$ cat config.mk
export PLATFORM = sky130hd
export DESIGN_NAME = data_mem_arbiter_flat
export DESIGN_NICKNAME = d
export VERILOG_FILES = /design/src/rtl/dm_arb_pkg.sv /design/src/rtl/data_mem_arbiter_if.sv /design/src/rtl/starve_counter.sv /design/src/rtl/data_mem_arbiter.sv /design/src/flat_wrapper.sv
export SDC_FILE = /design/constraint.sdc
export NUM_CORES = 1
export LEC_CHECK = 0
export CORE_MARGIN = 10
export CORE_UTILIZATION = 33
export DETAILED_ROUTE_END_ITERATION = 8
export GPL_ROUTABILITY_DRIVEN = 0
export MAX_ROUTING_LAYER = met4
export PLACE_DENSITY = 0.82
export RECOVER_POWER = 50
export SYNTH_ARGS = -nofsm -noshare
export SYNTH_HDL_FRONTEND = slang
export SYNTH_SLANG_ARGS = --single-unit
export TNS_END_PERCENT = 10
$ cat constraint.sdc
create_clock -name clk -period 1.5 [get_ports clk]
set_input_delay 0.3 -clock clk [delete_from_list [all_inputs] [get_ports clk]]
set_output_delay 0.3 -clock clk [all_outputs]
set_load 0.05 [all_outputs]
$ cat src/rtl/dm_arb_pkg.sv
// Shared widths and FSM state encoding for the data-memory arbiter.
// Pure definitions; no logic, no latency.
package dm_arb_pkg;
  localparam int ADDR_W_DEF       = 4;
  localparam int DATA_W_DEF       = 4;
  localparam int STARVE_LIMIT_DEF = 4;

  typedef enum logic [1:0] {
    ST_IDLE       = 2'b00,
    ST_DBG_ACCESS = 2'b01,
    ST_DBG_RDATA  = 2'b10
  } arb_state_e;
endpackage

$ cat src/rtl/data_mem_arbiter_if.sv
// CPU / debug / memory-macro signal bundle around the data-memory arbiter.
// slave = arbiter side, master = surrounding CPU, debug port and memory.
interface data_mem_arbiter_if
  import dm_arb_pkg::*;
#(
  parameter int ADDR_W = ADDR_W_DEF,
  parameter int DATA_W = DATA_W_DEF
);
  logic              cpu_access;
  logic [ADDR_W-1:0] cpu_addr;
  logic [DATA_W-1:0] cpu_wdata;
  logic              cpu_we;
  logic              cpu_stall;
  logic              dbg_req;
  logic              dbg_we;
  logic [ADDR_W-1:0] dbg_addr;
  logic [DATA_W-1:0] dbg_wdata;
  logic              dbg_gnt;
  logic [DATA_W-1:0] dbg_rdata;
  logic              dbg_rvalid;
  logic [ADDR_W-1:0] mem_addr;
  logic [DATA_W-1:0] mem_wdata;
  logic              mem_wren;
  logic [DATA_W-1:0] mem_q;
  logic [1:0]        arb_state;

  modport slave (
    input  cpu_access, cpu_addr, cpu_wdata, cpu_we,
    input  dbg_req, dbg_we, dbg_addr, dbg_wdata, mem_q,
    output cpu_stall, dbg_gnt, dbg_rdata, dbg_rvalid,
    output mem_addr, mem_wdata, mem_wren, arb_state
  );

  modport master (
    output cpu_access, cpu_addr, cpu_wdata, cpu_we,
    output dbg_req, dbg_we, dbg_addr, dbg_wdata, mem_q,
    input  cpu_stall, dbg_gnt, dbg_rdata, dbg_rvalid,
    input  mem_addr, mem_wdata, mem_wren, arb_state
  );
endinterface

$ cat src/rtl/starve_counter.sv
// Saturating count of denied debug-request cycles; clear wins over increment.
// at_limit is combinational from the count register.
module starve_counter #(
  parameter int LIMIT = 4
) (
  input  logic clk,
  input  logic reset,
  input  logic inc,
  input  logic clr,
  output logic at_limit
);
  localparam int            CW  = $clog2(LIMIT + 1);
  localparam logic [CW-1:0] LIM = CW'(LIMIT);

  logic [CW-1:0] cnt_d, cnt_q;

  always_comb begin
    cnt_d = cnt_q;
    if (clr) begin
      cnt_d = '0;
    end else if (inc && (cnt_q != LIM)) begin
      cnt_d = cnt_q + CW'(1);
    end
  end

  always_ff @(posedge clk or negedge reset) begin
    if (!reset) begin
      cnt_q <= '0;
    end else begin
      cnt_q <= cnt_d;
    end
  end

  assign at_limit = (cnt_q == LIM);
endmodule

$ cat src/rtl/data_mem_arbiter.sv
// Shares the data memory between CPU (priority) and a debug port; a debug slot is one
// cycle, forced by a one-cycle cpu_stall after STARVE_LIMIT denied cycles; read data two cycles after grant.
module data_mem_arbiter
  import dm_arb_pkg::*;
#(
  parameter int ADDR_W       = ADDR_W_DEF,
  parameter int DATA_W       = DATA_W_DEF,
  parameter int STARVE_LIMIT = STARVE_LIMIT_DEF
) (
  input logic                clk,
  input logic                reset,
  data_mem_arbiter_if.slave  bus
);
  arb_state_e        state_d, state_q;
  logic [DATA_W-1:0] rdata_d, rdata_q;
  logic              rvalid_d, rvalid_q;
  logic              cnt_inc, cnt_clr, at_limit;
  logic              gnt;
  logic [ADDR_W-1:0] mem_addr_d;
  logic [DATA_W-1:0] mem_wdata_d;
  logic              mem_wren_d;

  starve_counter #(.LIMIT(STARVE_LIMIT)) u_starve (
    .clk      (clk),
    .reset    (reset),
    .inc      (cnt_inc),
    .clr      (cnt_clr),
    .at_limit (at_limit)
  );

  always_comb begin
    state_d  = ST_IDLE;
    rdata_d  = rdata_q;
    rvalid_d = 1'b0;
    cnt_inc  = 1'b0;
    cnt_clr  = 1'b0;
    gnt      = 1'b0;
    case (state_q)
      ST_IDLE: begin
        if (bus.dbg_req && (!bus.cpu_access || at_limit)) begin
          state_d = ST_DBG_ACCESS;
        end else if (bus.dbg_req) begin
          cnt_inc = 1'b1;
        end else begin
          cnt_clr = 1'b1;
        end
      end
      ST_DBG_ACCESS: begin
        gnt     = 1'b1;
        cnt_clr = 1'b1;
        state_d = bus.dbg_we ? ST_IDLE : ST_DBG_RDATA;
      end
      ST_DBG_RDATA: begin
        // Memory already serves the CPU again; mem_q still holds the debug read.
        rdata_d  = bus.mem_q;
        rvalid_d = 1'b1;
        state_d  = ST_IDLE;
      end
      default: begin
        cnt_clr = 1'b1;
        state_d = ST_IDLE;
      end
    endcase
  end

  always_comb begin
    mem_addr_d  = bus.cpu_addr;
    mem_wdata_d = bus.cpu_wdata;
    mem_wren_d  = bus.cpu_we;
    if (gnt) begin
      mem_addr_d  = bus.dbg_addr;
      mem_wdata_d = bus.dbg_wdata;
      mem_wren_d  = bus.dbg_we;
    end
  end

  always_ff @(posedge clk or negedge reset) begin
    if (!reset) begin
      state_q  <= ST_IDLE;
      rdata_q  <= '0;
      rvalid_q <= 1'b0;
    end else begin
      state_q  <= state_d;
      rdata_q  <= rdata_d;
      rvalid_q <= rvalid_d;
    end
  end

  assign bus.mem_addr   = mem_addr_d;
  assign bus.mem_wdata  = mem_wdata_d;
  assign bus.mem_wren   = mem_wren_d;
  assign bus.dbg_gnt    = gnt;
  assign bus.cpu_stall  = gnt;
  assign bus.dbg_rdata  = rdata_q;
  assign bus.dbg_rvalid = rvalid_q;
  assign bus.arb_state  = state_q;
endmodule

$ cat src/flat_wrapper.sv
// flat-port wrapper written by rule: the top's interface ports become plain ports
module data_mem_arbiter_flat import dm_arb_pkg::*;
#(
  parameter int ADDR_W       = ADDR_W_DEF,
  parameter int DATA_W       = DATA_W_DEF,
  parameter int STARVE_LIMIT = STARVE_LIMIT_DEF
)
  (clk, reset, bus_cpu_access, bus_cpu_addr, bus_cpu_wdata, bus_cpu_we, bus_dbg_req, bus_dbg_we, bus_dbg_addr, bus_dbg_wdata, bus_mem_q, bus_cpu_stall, bus_dbg_gnt, bus_dbg_rdata, bus_dbg_rvalid, bus_mem_addr, bus_mem_wdata, bus_mem_wren, bus_arb_state);
  data_mem_arbiter_if #(.ADDR_W(ADDR_W), .DATA_W(DATA_W)) bus_i ();
  input logic clk;
  input logic reset;
  input wire logic [$bits(bus_i.cpu_access)-1:0] bus_cpu_access;
  input wire logic [$bits(bus_i.cpu_addr)-1:0] bus_cpu_addr;
  input wire logic [$bits(bus_i.cpu_wdata)-1:0] bus_cpu_wdata;
  input wire logic [$bits(bus_i.cpu_we)-1:0] bus_cpu_we;
  input wire logic [$bits(bus_i.dbg_req)-1:0] bus_dbg_req;
  input wire logic [$bits(bus_i.dbg_we)-1:0] bus_dbg_we;
  input wire logic [$bits(bus_i.dbg_addr)-1:0] bus_dbg_addr;
  input wire logic [$bits(bus_i.dbg_wdata)-1:0] bus_dbg_wdata;
  input wire logic [$bits(bus_i.mem_q)-1:0] bus_mem_q;
  output wire logic [$bits(bus_i.cpu_stall)-1:0] bus_cpu_stall;
  output wire logic [$bits(bus_i.dbg_gnt)-1:0] bus_dbg_gnt;
  output wire logic [$bits(bus_i.dbg_rdata)-1:0] bus_dbg_rdata;
  output wire logic [$bits(bus_i.dbg_rvalid)-1:0] bus_dbg_rvalid;
  output wire logic [$bits(bus_i.mem_addr)-1:0] bus_mem_addr;
  output wire logic [$bits(bus_i.mem_wdata)-1:0] bus_mem_wdata;
  output wire logic [$bits(bus_i.mem_wren)-1:0] bus_mem_wren;
  output wire logic [$bits(bus_i.arb_state)-1:0] bus_arb_state;
  assign bus_i.cpu_access = bus_cpu_access;
  assign bus_i.cpu_addr = bus_cpu_addr;
  assign bus_i.cpu_wdata = bus_cpu_wdata;
  assign bus_i.cpu_we = bus_cpu_we;
  assign bus_i.dbg_req = bus_dbg_req;
  assign bus_i.dbg_we = bus_dbg_we;
  assign bus_i.dbg_addr = bus_dbg_addr;
  assign bus_i.dbg_wdata = bus_dbg_wdata;
  assign bus_i.mem_q = bus_mem_q;
  assign bus_cpu_stall = bus_i.cpu_stall;
  assign bus_dbg_gnt = bus_i.dbg_gnt;
  assign bus_dbg_rdata = bus_i.dbg_rdata;
  assign bus_dbg_rvalid = bus_i.dbg_rvalid;
  assign bus_mem_addr = bus_i.mem_addr;
  assign bus_mem_wdata = bus_i.mem_wdata;
  assign bus_mem_wren = bus_i.mem_wren;
  assign bus_arb_state = bus_i.arb_state;
  data_mem_arbiter #(.ADDR_W(ADDR_W), .DATA_W(DATA_W), .STARVE_LIMIT(STARVE_LIMIT)) u_core (.clk(clk), .reset(reset), .bus(bus_i));
endmodule
==> results.md, run 1 <==
- Synthesized-area fraction occupied by adder cells: 4.219%
- Num CTS Buffers: 3
- Fin Hold WS: 0.4125 ns
- Req. time, crit path: 1.20 ns
- Clock network power share: 16.8%
- Period utilization: 116.3%
- Post-synthesis mux area share: 34.81%
- Fmax: 573.3 MHz
- Crit end category: output pin
- Synth area leader: dfrtp_1
- GR Util met2: 15.38%
- Critical path class: register to output pin
- CP Max Fanout: 5
- Max-Cap Viols: 0
- RR Endpoint: u_core.u_starve.cnt_q[0]
- Vias: 548
- Initial antenna violation count: 0
- Pin count of the biggest net entering global routing: 11
- Post-Layout Cell Count: 123
- DR WL/cell: 15.04 um
- Grt met1 use: 10.09%
- Simple-gate share of the synthesized area: 10.13%
- Xor-xnor portion of the synthesized cell area: 0%
- Register bit count reported by yosys: 10
- Fin Clk Skew: 0.007140 ns
- CP Launch Type: register
- Slew margin rel.: 65.89%
- Final count of hold timing violations: 0
- Clock Sink Count: 10
- Worst slew pin tran: 0.5108 ns
- Port Buffers: 43
- Synth Net Count: 75
- # H-tree levels: 1
- Cell count after placement: 118
- Rows: 15
- R2r setup slk: 0.18 ns
- Syn_area_per_cell: 12.62 sq um
- Total track usage: 10.42%
- DR DRC count: 0
- Sw frac: 37.49%
- Status: complete, but fails checks
- Clk slew on worst S/H paths: 0.07 ns
- Gr busiest metal: met2
- Area Overhead vs Synth: 104.2%
- RR Startpoint: u_core.u_starve.cnt_q[0]
- Detailed Route Iter0 Violations: 0
- Synth cell types: 17
- Final setup viols: 10
- RSZ-0062 raised after global routing: yes
- Slew Viols, Final: 0
- Worst-Skew Late Latency: 0.27 ns
- GRT met3 Usage: 5.018%
- TritonCTS clock tree: done
- First-pass GRT wire length: 3049 um
- Vias in the first global route: 649
- N_diodes: 0
- Final WL: 1850 um
- Final net count: 127
- Hold Crit Class: input pin to asynchronous set/reset pin
- Die extent in y: 62.40 um
- Failing checks: setup timing
- Ports: 44
- Area of the die: 0.003893 sq mm
- Minimum clock period: 1.744 ns
- GRT overflow: 0
- Synth Area in Compound Gates: 2.954%
- Synth Cell Area: 593.1 sq um
- Fraction of layout cells with a size suffix above 1: 42.86%
- Data arrival time of the worst path: 1.44 ns
- Combinational family with the most area after synthesis: multiplexers
- Vias per inst: 4.455
- Worst R2R Path Depth: 5
- Antenna Nets Post-Route: 0
- Warnings, synthesis: 0
- Die W: 62.40 um
- Core region area: 0.001708 sq mm
- Pwr dens: 949.7 mW/mm^2
- Sequential-to-total area share from yosys stat: 42.19%
- VDD IR max: 0.5831 mV
- Internal power component: 0.7190 mW
- Initial core utilization: 34.73%
- Synthesized instance count: 47
- Post-synth top area share: 42.19%
- Max Root-Sink Buffers: 2
- Pleak: 0.5921 nW
- Psw: 0.4313 mW
- Final worst slack: -0.2442 ns
- Reg power frac: 30.0%
- Pre-antenna DRT Iters: 1
- CTS root buf: clkbuf_4
- Cts hold-fix bufs: 0
- Combinational share of power: 53.1%
- Largest cells by area after synthesis: dfrtp_1 (42%), mux2_4 (20%), mux2_2 (9.5%)
- Hpwl dp: 1618 um
[Yosys cell counts (all sizes together)]
master / number
a21boi: 1
buf: 2
dfrtp: 10
ha: 2
inv: 4
mux2: 13
mux2i: 3
nand2: 4
nand2b: 1
nand3: 1
nand4: 1
nor2: 2
nor2b: 2
o21ba: 1
[power by group through the flow]
stage	clock network, mW	registers, mW	logic, mW
2_1_floorplan	0	0.461	0.201
3_3_place_gp	0	0.354	0.604
3_5_place_dp	0	0.358	0.612
4_1_cts	0.196	0.352	0.636
5_1_grt	0.212	0.353	0.637
6_report	0.194	0.346	0.611
[repair_timing]
| item | 4_1_cts | 5_1_grt |
|---|---|---|
| hold endpoints to repair | 0 | 0 |
| gates resized for setup | 13 | 0 |
| setup endpoints to repair | 9 | 9 |
| buffers inserted | 0 | 1 |
| pin swaps | 0 | 0 |
[through the flow]
| stage | TNS [ns] | total power, mW | setup slack [ns] | instance area (sq um) | util (%) |
|---|---|---|---|---|---|
| 2_1_floorplan | -0.9984 | 0.6616 | -0.1226 | 604.3 | - |
| 3_3_place_gp | 0 | 0.9582 | 0.01048 | 1144 | 66.96 |
| 3_5_place_dp | -0.02117 | 0.9695 | -0.01128 | 1144 | 66.96 |
| 4_1_cts | -2.257 | 1.185 | -0.2675 | 1219 | 71.36 |
| 5_1_grt | -2.782 | 1.202 | -0.3076 | 1211 | 70.92 |
| 6_report | -2.155 | 1.150 | -0.2442 | 1211 | 70.92 |
[logic make-up (layout without fill, tap and decap cells)]
group	count (synthesis)	count (layout)
multiplexers	16	16
AND/OR/NAND/NOR	11	11
flip-flops	10	10
buffers and inverters	6	57
adder cells (fa/ha/maj)	2	2
AO/OA/AOI/OAI	2	2
[cells in the final DEF (no fill, tap or decap)]
cell and count:
mux2i_1 3, inv_1 4, nand4_1 1, buf_12 7
clkdlybuf4s50_1 24, ha_1 2, nand3_1 1, mux2_4 9
clkbuf_4 3, nor2b_4 1, buf_8 1, dfrtp_1 8
clkbuf_1 1, mux2_2 4, buf_6 10, nand2b_1 1
dlymetal6s2s_1 2, nor2b_1 1, dfrtp_2 2, o21ba_2 1
nor2_1 2, a21boi_1 1, buf_4 4, dlygate4sd3_1 1
nand2_1 4
[registers in the layout, summed over array words and instances, names as in the netlist]
signal	cells
u_core.u_starve.cnt_q	3
u_core.bus.arb_state	2
u_core.bus.dbg_rvalid	1
u_core.bus.dbg_rdata	4
[routing by layer]
layer | vias up | share of wire [%]
met1 | 246 | 41
met4 | 0 | 3.5
met2 | 38 | 45
met3 | 5 | 10
li1 | 259 | -
met5 | - | 0
[how the worst max path moves through the flow]
stage	slack, ns	start	cells after the start	end
final	-0.24	u_core.bus.arb_state[1]	4	bus_mem_wdata[3]
after global routing	-0.31	u_core.bus.arb_state[1]	4	bus_mem_wren
after CTS	-0.27	u_core.bus.arb_state[1]	4	bus_mem_wdata[3]
after detailed placement	-0.01	u_core.bus.arb_state[1]	4	bus_mem_wdata[3]
after global placement	0.01	u_core.bus.arb_state[1]	4	bus_mem_wdata[0]
after floorplan	-0.12	u_core.bus.arb_state[0]	3	bus_mem_addr[0]
[area by class of cell]
cell class | count | area, sq um
Sequential cell | 10 | 252.7
Multi-Input combinational cell | 31 | 312.8
Clock buffer | 4 | 26.28
Timing Repair Buffer | 49 | 573.1
Tap cell | 25 | 31.28
Fill cell | 113 | 496.7
Inverter | 4 | 15.01
[worst max-delay path, cell delays in order, from the launching register on]
cell and delay [ns]:
dfrtp_2 0.42, nor2b_4 0.15, buf_6 0.14, mux2_4 0.31, buf_6 0.16
Note: power is estimated with default switching activity, not from simulation.
==> run 2, diff against run 1 <==
Settings changed: GPL_TIMING_DRIVEN set to 0, PLACE_DENSITY 0.82 to 0.81.
==> results.md, run 2 (same netlist as run 1, synthesis figures left out) <==
- Pin count of the biggest net entering global routing: 12 (was 11)
- Antenna Nets Post-Route: 0 (unchanged)
- Setup Total Neg Slack: -2.401 ns (was -2.155 ns)
- Fmax: 564.4 MHz (was 573.3 MHz)
- Worst path slowest cell: dfrtp_2 (unchanged)
- # H-tree levels: 1 (unchanged)
- Pre-CTS WS: -0.5679 ns (was -0.01128 ns)
- Worst R2R Path Depth: 5 (unchanged)
- Total track usage: 10.03% (was 10.42%)
- Die extent in y: 62.40 um (unchanged)
- Rows: 15 (unchanged)
- Final count of hold timing violations: 0 (unchanged)
- CP delay by family, top: flip-flops (unchanged)
- Status: complete, but fails checks (unchanged)
- Fin Hold WS: 0.4143 ns (was 0.4125 ns)
- Initial antenna violation count: 0 (unchanged)
- Cell count after placement: 115 (was 118)
- Commonest non-fill, non-tap cell in the layout: clkdlybuf4s50_1 (unchanged)
- Port Buffers: 43 (unchanged)
- Req. time, crit path: 1.20 ns (about the same)
- VDD IR max: 0.4948 mV (was 0.5831 mV)
- Core region area: 0.001708 sq mm (unchanged)
- Data arrival time of the worst path: 1.47 ns (was 1.44 ns)
- Final setup viols: 11 (was 10)
- Minimum clock period: 1.772 ns (was 1.744 ns)
- Fin Clk Skew: 0.001555 ns (was 0.007140 ns)
- Final worst slack: -0.2717 ns (was -0.2442 ns)
- RR Endpoint: u_core.u_starve.cnt_q[0] (unchanged)
- CP Max Fanout: 11 (was 5)
- Fillers: 134 (was 113)
- Die W: 62.40 um (unchanged)
- Area of the die: 0.003893 sq mm (unchanged)
- Slew Viols, Final: 0 (unchanged)
- Cts hold-fix bufs: 0 (unchanged)
- CTS root buf: clkbuf_4 (unchanged)
- Pwr dens: 969.1 mW/mm^2 (was 949.7 mW/mm^2)
- Hpwl dp: 1567 um (was 1618 um)
- Largest register FFs: 4 (unchanged)
- Detailed Route Iter0 Violations: 1 (was 0)
- Vias in the first global route: 648 (was 649)
- Ports: 44 (unchanged)
- Post-route cell area: 0.001117 sq mm (was 0.001211 sq mm)
- Final WL: 1769 um (was 1850 um)
- RSZ-0062 raised after global routing: yes (unchanged)
- Post-Layout Cell Count: 121 (was 123)
- Worst slew pin tran: 0.4987 ns (was 0.5108 ns)
- WP buf/inv: 2 (unchanged)
- Slew margin rel.: 66.89% (was 65.89%)
- Vias per inst: 4.562 (was 4.455)
- Num CTS Buffers: 3 (unchanged)
- DR DRC count: 0 (unchanged)
- Power consumption: 1.083 mW (was 1.150 mW)
- Max Root-Sink Buffers: 2 (unchanged)
- First-pass GRT wire length: 2980 um (was 3049 um)
- Final net count: 125 (was 127)
- Failing checks: setup timing (unchanged)
- Share of the core filled with cells: 65.42% (was 70.92%)
- N_diodes: 0 (unchanged)
- Clock Sink Count: 10 (unchanged)
- TritonCTS clock tree: done (unchanged)
- Pleak: 0.5402 nW (was 0.5921 nW)
- Period utilization: 118.1% (was 116.3%)
- Most frequent cells in the layout: clkdlybuf4s50_1 (24), buf_6 (9), mux2_4 (8), dfrtp_1 (8) (was clkdlybuf4s50_1 (24), buf_6 (10), mux2_4 (9))
- Clk slew on worst S/H paths: 0.06 ns (was 0.07 ns)
- GRT overflow: 0 (unchanged)
- DR WL/cell: 14.62 um (was 15.04 um)
- Hold Crit Class: input pin to asynchronous set/reset pin (unchanged)
- Post-DP Area: 0.001066 sq mm (was 0.001144 sq mm)
- Critical path class: register to output pin (unchanged)
- Pre-antenna DRT Iters: 4 (was 1)
- CP Launch Type: register (unchanged)
- CP peak stage delay: 0.43 ns (was 0.42 ns)
- Worst-Skew Late Latency: 0.26 ns (was 0.27 ns)
- Max-Cap Viols: 0 (unchanged)
- Vias: 552 (was 548)
- CP cell instances: nor2b_4 -> buf_12 -> mux2_4 -> buf_6 (was nor2b_4 -> buf_6 -> mux2_4 -> buf_6)
- Crit end category: output pin (unchanged)
- Area Overhead vs Synth: 88.40% (was 104.2%)
- Fraction of layout cells with a size suffix above 1: 38.54% (was 42.86%)
- R2r setup slk: 0.05 ns (was 0.18 ns)
- RR Startpoint: u_core.u_starve.cnt_q[0] (unchanged)
- Initial core utilization: 34.73% (unchanged)
==> run 2: cell types whose count changed in the layout (fill, tap and decap cells not counted), sizes merged <==
cell | before | now
buf | 22 | 15
dlymetal6s2s | 2 | 0
clkdlybuf4s15 | 0 | 1
clkbuf | 4 | 5
dlygate4sd2 | 0 | 5
==> run 2: power breakdown <==
group,leakage [nW],internal (mW),switching (mW)
logic,0.394,0.215,0.298
clock network,0.0210,0.147,0.0879
registers,0.125,0.311,0.0238
==> run 2: worst max-delay path by stage <==
stage	from	end	depth (start not counted)	slack [ns]
2_1_floorplan	u_core.bus.arb_state[0]	bus_mem_addr[0]	3	-0.12
3_3_place_gp	u_core.bus.arb_state[1]	bus_mem_wdata[3]	4	-0.55
3_5_place_dp	u_core.bus.arb_state[1]	bus_mem_wdata[3]	4	-0.57
4_1_cts	u_core.bus.arb_state[1]	bus_mem_addr[1]	4	-0.30
5_1_grt	u_core.bus.arb_state[1]	bus_mem_wdata[2]	4	-0.35
6_report	u_core.bus.arb_state[1]	bus_mem_addr[1]	4	-0.27
==> run 2: cell type report <==
| cell class | instances | area, sq um | area share [%] |
|---|---|---|---|
| buffer | 2 | 27.53 | 2.464 |
| inverter | 4 | 15.01 | 1.344 |
| multi-input combinational | 31 | 309.0 | 27.66 |
| tap | 25 | 31.28 | 2.800 |
| timing repair buffer | 45 | 445.4 | 39.87 |
| sequential | 10 | 252.7 | 22.62 |
| clock buffer | 4 | 36.28 | 3.247 |
==> run 2: metal layers <==
layer / up-vias / global-route usage (%) / wire length, um
met4: 0 / 6.704 / 38
li1: 257 / - / -
met1: 251 / 10.46 / 783
met2: 40 / 14.49 / 767
met3: 4 / 5.197 / 179
met5: - / - / 0
==> run 2: what timing repair did <==
| item | CTS | global route |
|---|---|---|
| resized for setup | 82 | 2 |
| setup endpoints to repair | 18 | 14 |
| pin swaps | 0 | 0 |
| setup buffers | 1 | 1 |
